===== src/rtl/monobit_pkg.sv =====
`default_nettype none
// ============================================================================
// Module      : monobit_pkg
// Description : Shared constants, stream-entry type and LFSR step function
//               for the monobit bit framer.
// Revision    : 1.0 - initial release
// ============================================================================
package monobit_pkg;

    localparam int          MONOBIT_BLOCK_LEN_DEF = 128;
    localparam logic [15:0] MONOBIT_LFSR_SEED     = 16'hACE1;

    // One buffered bit together with its block-position markers.
    typedef struct packed {
        logic data;
        logic first;
        logic last;
    } monobit_entry_t;

    localparam int MONOBIT_ENTRY_W = $bits(monobit_entry_t);

    // Fibonacci LFSR, x^16+x^14+x^13+x^11+1; bit 0 is the output tap.
    function automatic logic [15:0] monobit_lfsr_next(input logic [15:0] s);
        logic fb;
        fb = s[0] ^ s[2] ^ s[3] ^ s[5];
        return {fb, s[15:1]};
    endfunction

endpackage
`default_nettype wire


===== src/rtl/monobit_sync_fifo.sv =====
`default_nettype none
// ============================================================================
// Module      : monobit_sync_fifo
// Description : Circular DEPTH x WIDTH synchronous FIFO. Pointers carry one
//               extra wrap bit so full and empty are told apart directly.
//               The head entry is presented combinationally and reads zero
//               while the FIFO is empty.
// Revision    : 1.0 - initial release
// ============================================================================
module monobit_sync_fifo #(
    parameter int DEPTH = 4,
    parameter int WIDTH = 3
) (
    input  logic             clk,
    input  logic             rst,
    input  logic             push,
    input  logic [WIDTH-1:0] push_data,
    input  logic             pop,
    output logic [WIDTH-1:0] pop_data,
    output logic             full,
    output logic             empty
);

    localparam int AW = $clog2(DEPTH);

    logic [WIDTH-1:0] r_mem [DEPTH];
    logic [AW:0]      r_wptr;
    logic [AW:0]      r_rptr;
    logic             w_do_push;
    logic             w_do_pop;

    assign full      = (r_wptr[AW] != r_rptr[AW]) && (r_wptr[AW-1:0] == r_rptr[AW-1:0]);
    assign empty     = (r_wptr == r_rptr);
    assign w_do_push = push & ~full;
    assign w_do_pop  = pop & ~empty;
    assign pop_data  = empty ? '0 : r_mem[r_rptr[AW-1:0]];

    // Storage array: written on an accepted push, contents need no reset.
    always_ff @(posedge clk) begin
        if (w_do_push) begin
            r_mem[r_wptr[AW-1:0]] <= push_data;
        end
    end

    // Pointer update; push and pop in one cycle both advance.
    always_ff @(posedge clk) begin
        if (rst) begin
            r_wptr <= '0;
            r_rptr <= '0;
        end else begin
            if (w_do_push) r_wptr <= r_wptr + 1'b1;
            if (w_do_pop)  r_rptr <= r_rptr + 1'b1;
        end
    end

endmodule
`default_nettype wire


===== src/rtl/monobit_bit_framer.sv =====
`default_nettype none
// ============================================================================
// Module      : monobit_bit_framer
// Description : Synchronizes an external bit line and sample strobe, captures
//               one bit per strobe rising edge into a small FIFO and presents
//               it as a valid/ready stream with block first/last markers.
//               Optional macro MONOBIT_FRAMER_SELFTEST_EN adds a selftest port
//               and an internal LFSR bit source.
// Revision    : 1.0 - initial release
// ============================================================================
module monobit_bit_framer
    import monobit_pkg::*;
#(
    parameter int BLOCK_LEN  = MONOBIT_BLOCK_LEN_DEF,
    parameter int FIFO_DEPTH = 4,
    parameter int CNT_W      = 8
) (
    input  logic             clk,
    input  logic             rst,
    input  logic             ena,
    input  logic             bit_in,
    input  logic             strobe_in,
    output logic             m_valid,
    input  logic             m_ready,
    output logic             m_bit,
    output logic             m_first,
    output logic             m_last,
    output logic             overflow,
    output logic [CNT_W-1:0] blk_count
`ifdef MONOBIT_FRAMER_SELFTEST_EN
    ,
    input  logic             selftest
`endif
);

    localparam int POS_W = $clog2(BLOCK_LEN);
    localparam logic [POS_W-1:0] C_POS_LAST = POS_W'(BLOCK_LEN - 1);

    logic             r_bit_s1, r_bit_s2;
    logic             r_stb_s1, r_stb_s2, r_stb_prev;
    logic [POS_W-1:0] r_pos;
    logic             r_overflow;
    logic [CNT_W-1:0] r_blk_count;

    logic             w_rise;
    logic             w_src_evt;
    logic             w_src_bit;
    logic             w_full;
    logic             w_empty;
    logic             w_push;
    logic             w_refuse;
    logic             w_first;
    logic             w_last;
    monobit_entry_t   w_wr_entry;
    monobit_entry_t   w_head;
    logic [MONOBIT_ENTRY_W-1:0] w_head_raw;

    // Two-flop synchronizers for both async inputs plus the strobe history flop.
    always_ff @(posedge clk) begin
        if (rst) begin
            r_bit_s1   <= 1'b0;
            r_bit_s2   <= 1'b0;
            r_stb_s1   <= 1'b0;
            r_stb_s2   <= 1'b0;
            r_stb_prev <= 1'b0;
        end else begin
            r_bit_s1   <= bit_in;
            r_bit_s2   <= r_bit_s1;
            r_stb_s1   <= strobe_in;
            r_stb_s2   <= r_stb_s1;
            r_stb_prev <= r_stb_s2;
        end
    end

    assign w_rise = r_stb_s2 & ~r_stb_prev;

`ifdef MONOBIT_FRAMER_SELFTEST_EN
    logic [15:0] r_lfsr;

    // Selftest source: the LFSR steps each cycle unless its push is refused.
    always_ff @(posedge clk) begin
        if (rst) begin
            r_lfsr <= MONOBIT_LFSR_SEED;
        end else if (selftest && !w_refuse) begin
            r_lfsr <= monobit_lfsr_next(r_lfsr);
        end
    end

    assign w_src_evt = selftest ? 1'b1      : w_rise;
    assign w_src_bit = selftest ? r_lfsr[0] : r_bit_s2;
`else
    assign w_src_evt = w_rise;
    assign w_src_bit = r_bit_s2;
`endif

    // Full is the pre-pop state, so a same-cycle pop never rescues a push.
    assign w_push   = w_src_evt & ena & ~w_full;
    assign w_refuse = w_src_evt & ena &  w_full;
    assign w_first  = (r_pos == '0);
    assign w_last   = (r_pos == C_POS_LAST);

    assign w_wr_entry.data  = w_src_bit;
    assign w_wr_entry.first = w_first;
    assign w_wr_entry.last  = w_last;

    // Block position, completed-block count and sticky overflow flag.
    always_ff @(posedge clk) begin
        if (rst) begin
            r_pos       <= '0;
            r_blk_count <= '0;
            r_overflow  <= 1'b0;
        end else begin
            if (w_push) begin
                r_pos <= w_last ? '0 : r_pos + 1'b1;
                if (w_last) r_blk_count <= r_blk_count + 1'b1;
            end
            if (w_refuse) r_overflow <= 1'b1;
        end
    end

    monobit_sync_fifo #(
        .DEPTH (FIFO_DEPTH),
        .WIDTH (MONOBIT_ENTRY_W)
    ) u_fifo (
        .clk       (clk),
        .rst       (rst),
        .push      (w_push),
        .push_data (w_wr_entry),
        .pop       (m_valid & m_ready),
        .pop_data  (w_head_raw),
        .full      (w_full),
        .empty     (w_empty)
    );

    assign w_head    = monobit_entry_t'(w_head_raw);
    assign m_valid   = ~w_empty;
    assign m_bit     = w_head.data;
    assign m_first   = w_head.first;
    assign m_last    = w_head.last;
    assign overflow  = r_overflow;
    assign blk_count = r_blk_count;

endmodule
`default_nettype wire


===== config.mk =====
export PLATFORM = sky130hd
export DESIGN_NAME = monobit_bit_framer
export DESIGN_NICKNAME = d
export VERILOG_FILES = /design/src/rtl/monobit_pkg.sv /design/src/rtl/monobit_sync_fifo.sv /design/src/rtl/monobit_bit_framer.sv
export SDC_FILE = /design/constraint.sdc
export NUM_CORES = 1
export LEC_CHECK = 0
export BUFFER_PORTS_ARGS = -buffer_cell sky130_fd_sc_hd__clkbuf_2
export CORE_MARGIN = 2
export CORE_UTILIZATION = 25
export DETAILED_ROUTE_END_ITERATION = 16
export GPL_TIMING_DRIVEN = 0
export SYNTH_ARGS = -nofsm -noshare
export SYNTH_HDL_FRONTEND = slang
export SYNTH_SLANG_ARGS = --single-unit

===== constraint.sdc =====
create_clock -name clk -period 2.3 [get_ports clk]
set_input_delay 0.23 -clock clk [delete_from_list [all_inputs] [get_ports clk]]
set_output_delay 0.23 -clock clk [all_outputs]
set_load 0.03 [all_outputs]

==> results.tsv, run 1 <==
metric	value	unit
status	finished clean	
yosys.area.top_type	dfxtp_1	
synth.distinct_cells	38	
synth_cells	171	
rsz0062_at_grt	no	
placementRows	31	
vias	1326	
path_buf_inv	1	
htreeDepth	2	
grtUsageTotal	0.09498	
grt_pass1_vias	1271	
place_congestion	0.8376	
p_per_area	604.5	nW/um^2
relSlewSlack	0.6418	
cts.reportedPaths.clkPinSlew	0.08	ns
clk_latency	0.29	ns
cts_hold_buf	0	
grt_max_degree	13	
post_drt_wl_per_cell	12.35	um
required	2.49	ns
hold_slack	0.1441	ns
slew_violations	0	
final_layout_size_suffix_gt1_frac	0.1878	
die_x	89.83	um
ant_nets	0	
drcViolationCount	0	
dp.cells	288	
power.share.switching	0.2345	
syn_area_per_cell	10.77	um^2
tns	0	ns
syn_nets	185	
synth.yosys.seq_area_share	0.5109	
timing.fmax	477.7	MHz
n_antenna_cell	0	
die_area	8069	um^2
crit_path_top_delay_cell	dfxtp_1	
clock_skew	0.005701	ns
cts_setup_buffers	0	
pin_count	19	
synth_area	1842	um^2
crit_fanout	9	
clk_path_buf_depth	2	
antenna_found_initial	0	
yosys.area.top_type_share	0.3152	
cap_violations	0	
hold_viol	0	
drtIter0Drc	57	
dr.pass1.iters	4	
setup_viol_count_final	0	
wl	3655	um
cts_tree	done	
tightest_slew	0.5305	ns
core-area	7176	um^2
grt_pass1_wl	6216	um
hpwl	2636	um
power.switching	0.0003032	W
endpoint_kind	flop	
cts_resized	0	
areaGrowthSynthToFinish	16.10	%
arrival	2.28	ns
power_frac_clock	0.352	
yosysWarnings	0	
start_util	0.2567	
clockRootBuffer	clkbuf_8	
grt_overflow	0	
hold_path.class	in2reg	
intPower	0.0009894	W
period_minus_slack	2.093	ns
io_buffers	18	
synth-edff-count	12	
fin_util	0.2980	
comb_power_share	0.061	
synthTopCellsByArea	dfxtp_1, edfxtp_1, ha_1	
vdd_drop_max	0.2249	mV
worstSetupPathType	reg2reg	
critPathLaunchType	flop	
timing.final.crit_share	0.9102	
synth-main-ff-cell	dfxtp_1	
clkSinkCount	41	
seqPwrFrac	0.587	
nNetsFinal	210	
chipHeight	89.83	um
cp_slowest_stage_delay	0.41	ns
viasPerCell	4.480	
synth-async-reset-ratio	0	
cts_buffers	5	
path_cells	ha_1 > nand3_1 > or2_1 > buf_2 > nor4_1 > mux2_2	
critPathTopFamily	simple AND/OR/NAND/NOR gates	
fin_cells	296	
ys_ff_latch	41	
p_leak	0.7707	nW
-- cells in the final DEF (no fill, tap or decap), drive strengths merged, types with 4 or more instances in the layout --
master	instances
ha	8
clkbuf	28
nor2b	9
nor2	10
nand3	11
a21oi	13
edfxtp	12
dfxtp	29
xor2	6
or4	5
nand2	7
inv	7
xnor2	4
o21ai	5
and2	4
buf	4
o31ai	7
-- routing by layer --
| metal | GRT usage | wire (um) | vias up |
|---|---|---|---|
| met3 | 0.02934 | 132 | 7 |
| li1 | - | - | 670 |
| met1 | 0.1250 | 1832 | 627 |
| met2 | 0.1503 | 1645 | 22 |
| met4 | 0.02949 | 44 | 0 |
| met5 | 0 | 0 | - |
-- state kept, by name, summed over array words and instances, names as in the netlist, named ones only --
signal         flops
r_pos              7
blk_count          8
r_stb_prev         1
r_stb_s1           1
u_fifo.r_wptr      3
r_bit_s2           1
overflow           1
r_bit_s1           1
r_stb_s2           1
u_fifo.r_rptr      3
u_fifo.r_mem      12
-- cell type report --
cell class / instances / area (um^2)
Fill cell: 759 / 5037
Sequential cell: 41 / 940.9
Multi-Input combinational cell: 115 / 833.3
Tap cell: 99 / 123.9
Timing Repair Buffer: 18 / 90.09
Clock buffer: 6 / 72.57
Buffer: 8 / 41.29
Inverter: 7 / 26.28
Clock inverter: 2 / 10.01
-- cell usage after synthesis (2+ instances only) --
cell / number
a21oi_1: 13
a311oi_1: 2
a41oi_1: 2
and2_1: 4
buf_2: 3
clkbuf_1: 4
dfxtp_1: 29
edfxtp_1: 12
ha_1: 8
inv_1: 7
mux4_2: 3
nand2_1: 7
nand3_1: 11
nor2_1: 10
nor2b_1: 9
nor3_1: 3
o21ai_0: 5
o311ai_0: 2
o31ai_1: 6
or3_1: 2
or4_1: 5
xnor2_1: 4
xor2_1: 4
xor2_2: 2
-- power by group through the flow --
stage	clock, W	sequential (W)	combinational [W]
after floorplan	0	0.000773	0.0000575
after global placement	0	0.000775	0.0000795
after detailed placement	0	0.000775	0.0000808
after CTS	0.000475	0.000759	0.0000807
after global routing	0.000499	0.000760	0.0000880
final	0.000455	0.000758	0.0000789
-- worst reg2reg max path, delay by kind of cell, from the launching register on --
kind | cells | cell delay (ns)
fa+ha+maj | 1 | 0.20
buf+inv | 1 | 0.17
simple gates | 3 | 0.84
flops | 1 | 0.41
mux | 1 | 0.38
-- worst paths after layout --
path              startpoint           end  slack, ns  depth (start not counted)
setup reg to reg    r_pos[1]  blk_count[7]       0.21                          6
setup / recovery    r_pos[1]  blk_count[7]       0.21                          6
hold / removal     strobe_in      r_stb_s1       0.14                          2
hold reg to reg     r_bit_s1      r_bit_s2       0.44                          1
-- logic make-up after synthesis --
kind of cell / after synthesis / synth area share
adders and majority gates: 8 / 0.05435
muxes: 5 / 0.04823
xor gates and xnor gates: 10 / 0.05570
DFF: 41 / 0.5109
and+or+nand+nor: 59 / 0.1760
buffers and inverters: 15 / 0.03668
AOI/OAI and AO/OA: 33 / 0.1182
-- through the flow --
step | area [um^2] | setup slack (ns) | power, W
after global placement | 2056 | 0.2016 | 0.0008544
after global routing | 2138 | 0.01708 | 0.001347
after floorplan | 1842 | 0.5095 | 0.0008305
final | 2138 | 0.2065 | 0.001293
after CTS | 2138 | 0.1630 | 0.001314
after detailed placement | 2056 | 0.1803 | 0.0008562
Power figures use the tool's default switching activity.
==> inputs of run 2 (changes only) <==
==> constraint.sdc (replaced) <==
create_clock -name clk -period 2.3 [get_ports clk]
set_input_delay 0.46 -clock clk [delete_from_list [all_inputs] [get_ports clk]]
set_output_delay 0.46 -clock clk [all_outputs]
set_load 0.03 [all_outputs]
==> run 2 against run 1 <==
Sequential cell count stayed put. Combinational power rose by 0.6%. Count of clock-buffer cells in the layout unchanged. Highest routed layer unchanged. Largest power group unchanged.
==> results.tsv, run 2 (synthesized netlist as in run 1, its figures left out) <==
metric	value	unit	change
status	finished clean		
required	2.49	ns	about the same
vdd_drop_max	0.2249	mV	about the same
ff_latch_area	940.9	um^2	unchanged
cap_violations	0		unchanged
grt_pass1_wl	6216	um	unchanged
layout_common_cells	dfxtp_1, clkbuf_2, a21oi_1, edfxtp_1, nand3_1		
viasPerCell	4.483		about the same
io_buffers	18		unchanged
htreeDepth	2		unchanged
cts_hold_buf	0		unchanged
cp_slowest_stage_delay	0.41	ns	about the same
timing.final.crit_share	0.9102		about the same
clock_skew	0.005701	ns	unchanged
n_antenna_cell	0		unchanged
placementRows	31		unchanged
p_total	0.001293	W	about the same
die_x	89.83	um	unchanged
grt_overflow	0		unchanged
p_leak	0.7721	nW	+0.18%
grt_pass1_vias	1271		unchanged
slew_violations	0		unchanged
final_common_cell	dfxtp_1		
p_per_area	603.4	nW/um^2	-0.18%
die_area	8069	um^2	unchanged
clk_latency	0.29	ns	about the same
areaGrowthSynthToFinish	16.37	%	
path_cells	ha_1 > nand3_1 > or2_1 > buf_2 > nor4_1 > mux2_2		
dr.pass1.iters	4		unchanged
grtUsageTotal	0.09498		unchanged
wl	3654	um	about the same
start_util	0.2567		unchanged
cts_resized	0		unchanged
nNetsFinal	210		unchanged
cts_setup_buffers	0		unchanged
hold_viol	0		unchanged
pin_count	19		unchanged
core-area	7176	um^2	unchanged
clkSinkCount	41		unchanged
hold_slack	0.3741	ns	+0.2300 ns
timing.fmax	477.7	MHz	unchanged
antenna_found_initial	0		unchanged
tns	0	ns	unchanged
final_layout_size_suffix_gt1_frac	0.1929		+0.005076
fillers	759		unchanged
place_congestion	0.8376		unchanged
relSlewSlack	0.6451		+0.003300
path_buf_inv	1		unchanged
vias	1327		+0.075%
grt_max_degree	13		unchanged
largest_register_ffs	12		unchanged
rsz0062_at_grt	no		
chipHeight	89.83	um	unchanged
cts.reportedPaths.clkPinSlew	0.08	ns	about the same
crit_fanout	9		unchanged
period_minus_slack	2.093	ns	+0.000001000 ns
critPathLaunchType	flop		
critPathTopFamily	simple AND/OR/NAND/NOR gates		
crit_path_top_delay_cell	dfxtp_1		
post_drt_wl_per_cell	12.34	um	about the same
hpwl	2636	um	unchanged
endpoint_kind	flop		
worstSetupPathType	reg2reg		
arrival	2.28	ns	about the same
cts_tree	done		
multiInputGateArea	838.3	um^2	+0.60%
clockRootBuffer	clkbuf_8		
tightest_slew	0.5257	ns	-0.004887 ns
drcViolationCount	0		unchanged
hold_path.class	in2reg		
cts_buffers	5		unchanged
clk_path_buf_depth	2		unchanged
ant_nets	0		unchanged
drtIter0Drc	57		unchanged
setup_viol_count_final	0		unchanged
run 2: final timing paths:
check,depth (start not counted),to,startpoint,slack (ns)
worst max-delay path,6,blk_count[7],r_pos[1],0.21
worst min-delay path,2,r_stb_s1,strobe_in,0.37
worst max register to register,6,blk_count[7],r_pos[1],0.21
worst min register to register,1,r_bit_s2,r_bit_s1,0.44
run 2: cell type report:
cell class,instances,area share
Multi-Input combinational cell,115,0.3911
Tap cell,99,0.05779
Clock inverter,2,0.004670
Clock buffer,6,0.03386
Timing Repair Buffer,18,0.04203
Sequential cell,41,0.4390
Buffer,8,0.01926
Inverter,7,0.01226
run 2: power breakdown:
group / switching (W) / internal, W
logic: 0.0000494 / 0.0000301
clock network: 0.000245 / 0.000210
registers: 0.00000915 / 0.000749
run 2: routing by layer:
metal,global-route usage,vias to the layer above,share of wire
li1,-,671,-
met1,0.1250,627,0.50
met2,0.1503,22,0.45
met3,0.02934,7,0.036
met4,0.02949,0,0.012
met5,0,-,0
run 2: per-stage QoR:
stage	instances	cell area, um^2	utilization	setup WS [ns]
final	296	2143	0.2987	0.2065
after global routing	296	2143	0.2987	0.01708
after CTS	296	2138	0.2980	0.02650
after detailed placement	288	2056	0.2865	0.1803
after global placement	288	2056	0.2865	0.2016
after floorplan	171	1842	-	0.5095
==> inputs of run 3 (changes only) <==
--- a/config.mk
+++ b/config.mk
@@ -10,6 +10,7 @@
 export CORE_UTILIZATION = 25
 export DETAILED_ROUTE_END_ITERATION = 16
 export GPL_TIMING_DRIVEN = 0
+export PLACE_DENSITY = 0.38
 export SYNTH_ARGS = -nofsm -noshare
 export SYNTH_HDL_FRONTEND = slang
 export SYNTH_SLANG_ARGS = --single-unit
==> constraint.sdc (replaced) <==
create_clock -name clk -period 2.3 [get_ports clk]
set_input_delay 0.69 -clock clk [delete_from_list [all_inputs] [get_ports clk]]
set_output_delay 0.69 -clock clk [all_outputs]
set_load 0.03 [all_outputs]
==> run 3 against run 2 <==
Via count up 1.4%. Sequential cell count unchanged. Final area up 2.5%. Wire length up 12%. Critical path depth down 3. Global-route usage up 1.2 points. Register-to-register slack worse by 0.09 ns. Power up 2.8%. Count of clock-buffer cells in the layout down 1. Critical endpoint is now m_first. Largest cell class unchanged.
==> results.tsv, run 3 (synthesized netlist as in run 1, its figures left out) <==
metric	value	unit	change
cts_hold_buf	0		unchanged
hold_path.class	reg2reg		
layout_common_cells	dfxtp_1, clkbuf_2, a21oi_1, edfxtp_1, nand3_1		
timing.fmax	456.7	MHz	-4.4%
rsz0062_at_grt	no		
drcViolationCount	0		unchanged
die_x	89.83	um	unchanged
grt_pass1_vias	1309		+3.0%
viasPerCell	4.544		+1.4%
die_area	8069	um^2	unchanged
cp_slowest_stage_delay	0.49	ns	+0.08 ns
clockRootBuffer	clkbuf_8		
final_layout_size_suffix_gt1_frac	0.2284		+0.03553
cts_setup_buffers	0		unchanged
p_leak	0.7844	nW	+1.6%
antenna_found_initial	0		unchanged
whs_path_depth	1		-1
clkSinkCount	41		unchanged
ant_nets	0		unchanged
grt_max_degree	15		+2
hold_viol	0		unchanged
tightest_slew	0.5131	ns	-0.01252 ns
areaGrowthSynthToFinish	19.29	%	
cts.reportedPaths.clkPinSlew	0.08	ns	about the same
path_buf_inv	1		unchanged
io_buffers	18		unchanged
largest_register_ffs	12		unchanged
cts_tree	done		
tns	0	ns	unchanged
grtUsageTotal	0.1065		+0.01151
crit_cells	3		-3
hold_slack	0.4622	ns	+0.08811 ns
endpoint_kind	output pin		
multiInputGateArea	874.6	um^2	+4.3%
final_common_cell	dfxtp_1		
clk_path_buf_depth	2		unchanged
met3RoutedLength	168	um	+27%
htreeDepth	2		unchanged
n_antenna_cell	0		unchanged
setup_viol_count_final	0		unchanged
vdd_drop_max	0.1809	mV	-20%
path_cells	mux4_2 > nor2b_1 > clkbuf_2		
placementRows	31		unchanged
required	1.61	ns	-0.88 ns
wl	4082	um	+12%
vias	1345		+1.4%
start_util	0.2567		unchanged
place_congestion	0.7999		-4.5%
core-area	7176	um^2	unchanged
grt_overflow	0		unchanged
clk_latency	0.30	ns	about the same
met1_length	1876	um	+2.6%
crit_fanout	3		-6
nNetsFinal	210		unchanged
dr.pass1.iters	4		unchanged
period_minus_slack	2.189	ns	+0.09600 ns
p_per_area	604.8	nW/um^2	+0.24%
r2r_slack	0.12	ns	-0.09 ns
post_drt_wl_per_cell	13.79	um	+12%
crit_path_top_delay_cell	mux4_2		
slew_violations	0		unchanged
reg2reg_depth	6		unchanged
wl_met2	1958	um	+19%
critPathTopFamily	multiplexers		
ff_latch_area	949.7	um^2	+0.93%
fillers	758		-0.13%
relSlewSlack	0.6536		+0.008455
worstSetupPathType	reg2out		
clock_skew	0.009494	ns	+0.003793 ns
timing.final.crit_share	0.9519		+0.04174
status	finished clean		
cap_violations	0		unchanged
drtIter0Drc	62		+8.8%
top_layer	met4		
grt_pass1_wl	6762	um	+8.8%
chipHeight	89.83	um	unchanged
hpwl	2959	um	+12%
cts_buffers	5		unchanged
arrival	1.50	ns	-0.78 ns
critPathLaunchType	flop		
pin_count	19		unchanged
## run 3: where the power goes
group	switching, W	internal [W]	total, W
sequential	0.0000108	0.000749	0.000760
combinational	0.0000506	0.0000324	0.0000830
clock	0.000270	0.000215	0.000486
## run 3: final timing paths
path                                from            to
worst max register to register  r_pos[1]  blk_count[7]
worst min-delay path            r_stb_s1      r_stb_s2
worst min register to register  r_stb_s1      r_stb_s2
worst max-delay path                flop       m_first
## run 3: layer usage
| layer | vias up | track usage |
|---|---|---|
| li1 | 674 | - |
| met1 | 637 | 0.1321 |
| met2 | 28 | 0.1742 |
| met3 | 6 | 0.02934 |
| met4 | 0 | 0.04615 |
| met5 | - | 0 |
## run 3: area by class of cell
type / count / area share
Clock inverter: 3 / 0.01025
Tap cell: 99 / 0.05638
Sequential cell: 41 / 0.4322
Clock buffer: 5 / 0.03132
Inverter: 7 / 0.01196
Multi-Input combinational cell: 115 / 0.3981
Buffer: 8 / 0.01879
Timing Repair Buffer: 18 / 0.04100
## run 3: worst register-to-register path: stages, from the launching register on
cell,delay [ns]
dfxtp_1,0.41
ha_1,0.23
nand3_1,0.18
or2_1,0.27
buf_2,0.17
nor4_1,0.45
mux2_2,0.38
## run 3: repair_timing
action / in CTS / in global routing
resized for setup: 6 / 5
pin swaps: 1 / 0
endpoints found under the hold margin: 0 / 0
setup endpoints to repair: 4 / 4
## run 3: stage by stage
step	cells	util	instance area, um^2	worst slack (ns)	total power [W]
after floorplan	171	-	1842	0.3308	0.0008305
after global placement	288	0.2865	2056	0.08582	0.0008553
after detailed placement	288	0.2865	2056	0.06723	0.0008574
after CTS	296	0.3043	2183	0.03274	0.001353
after global routing	296	0.3062	2197	0.005501	0.001396
final	296	0.3062	2197	0.1105	0.001329
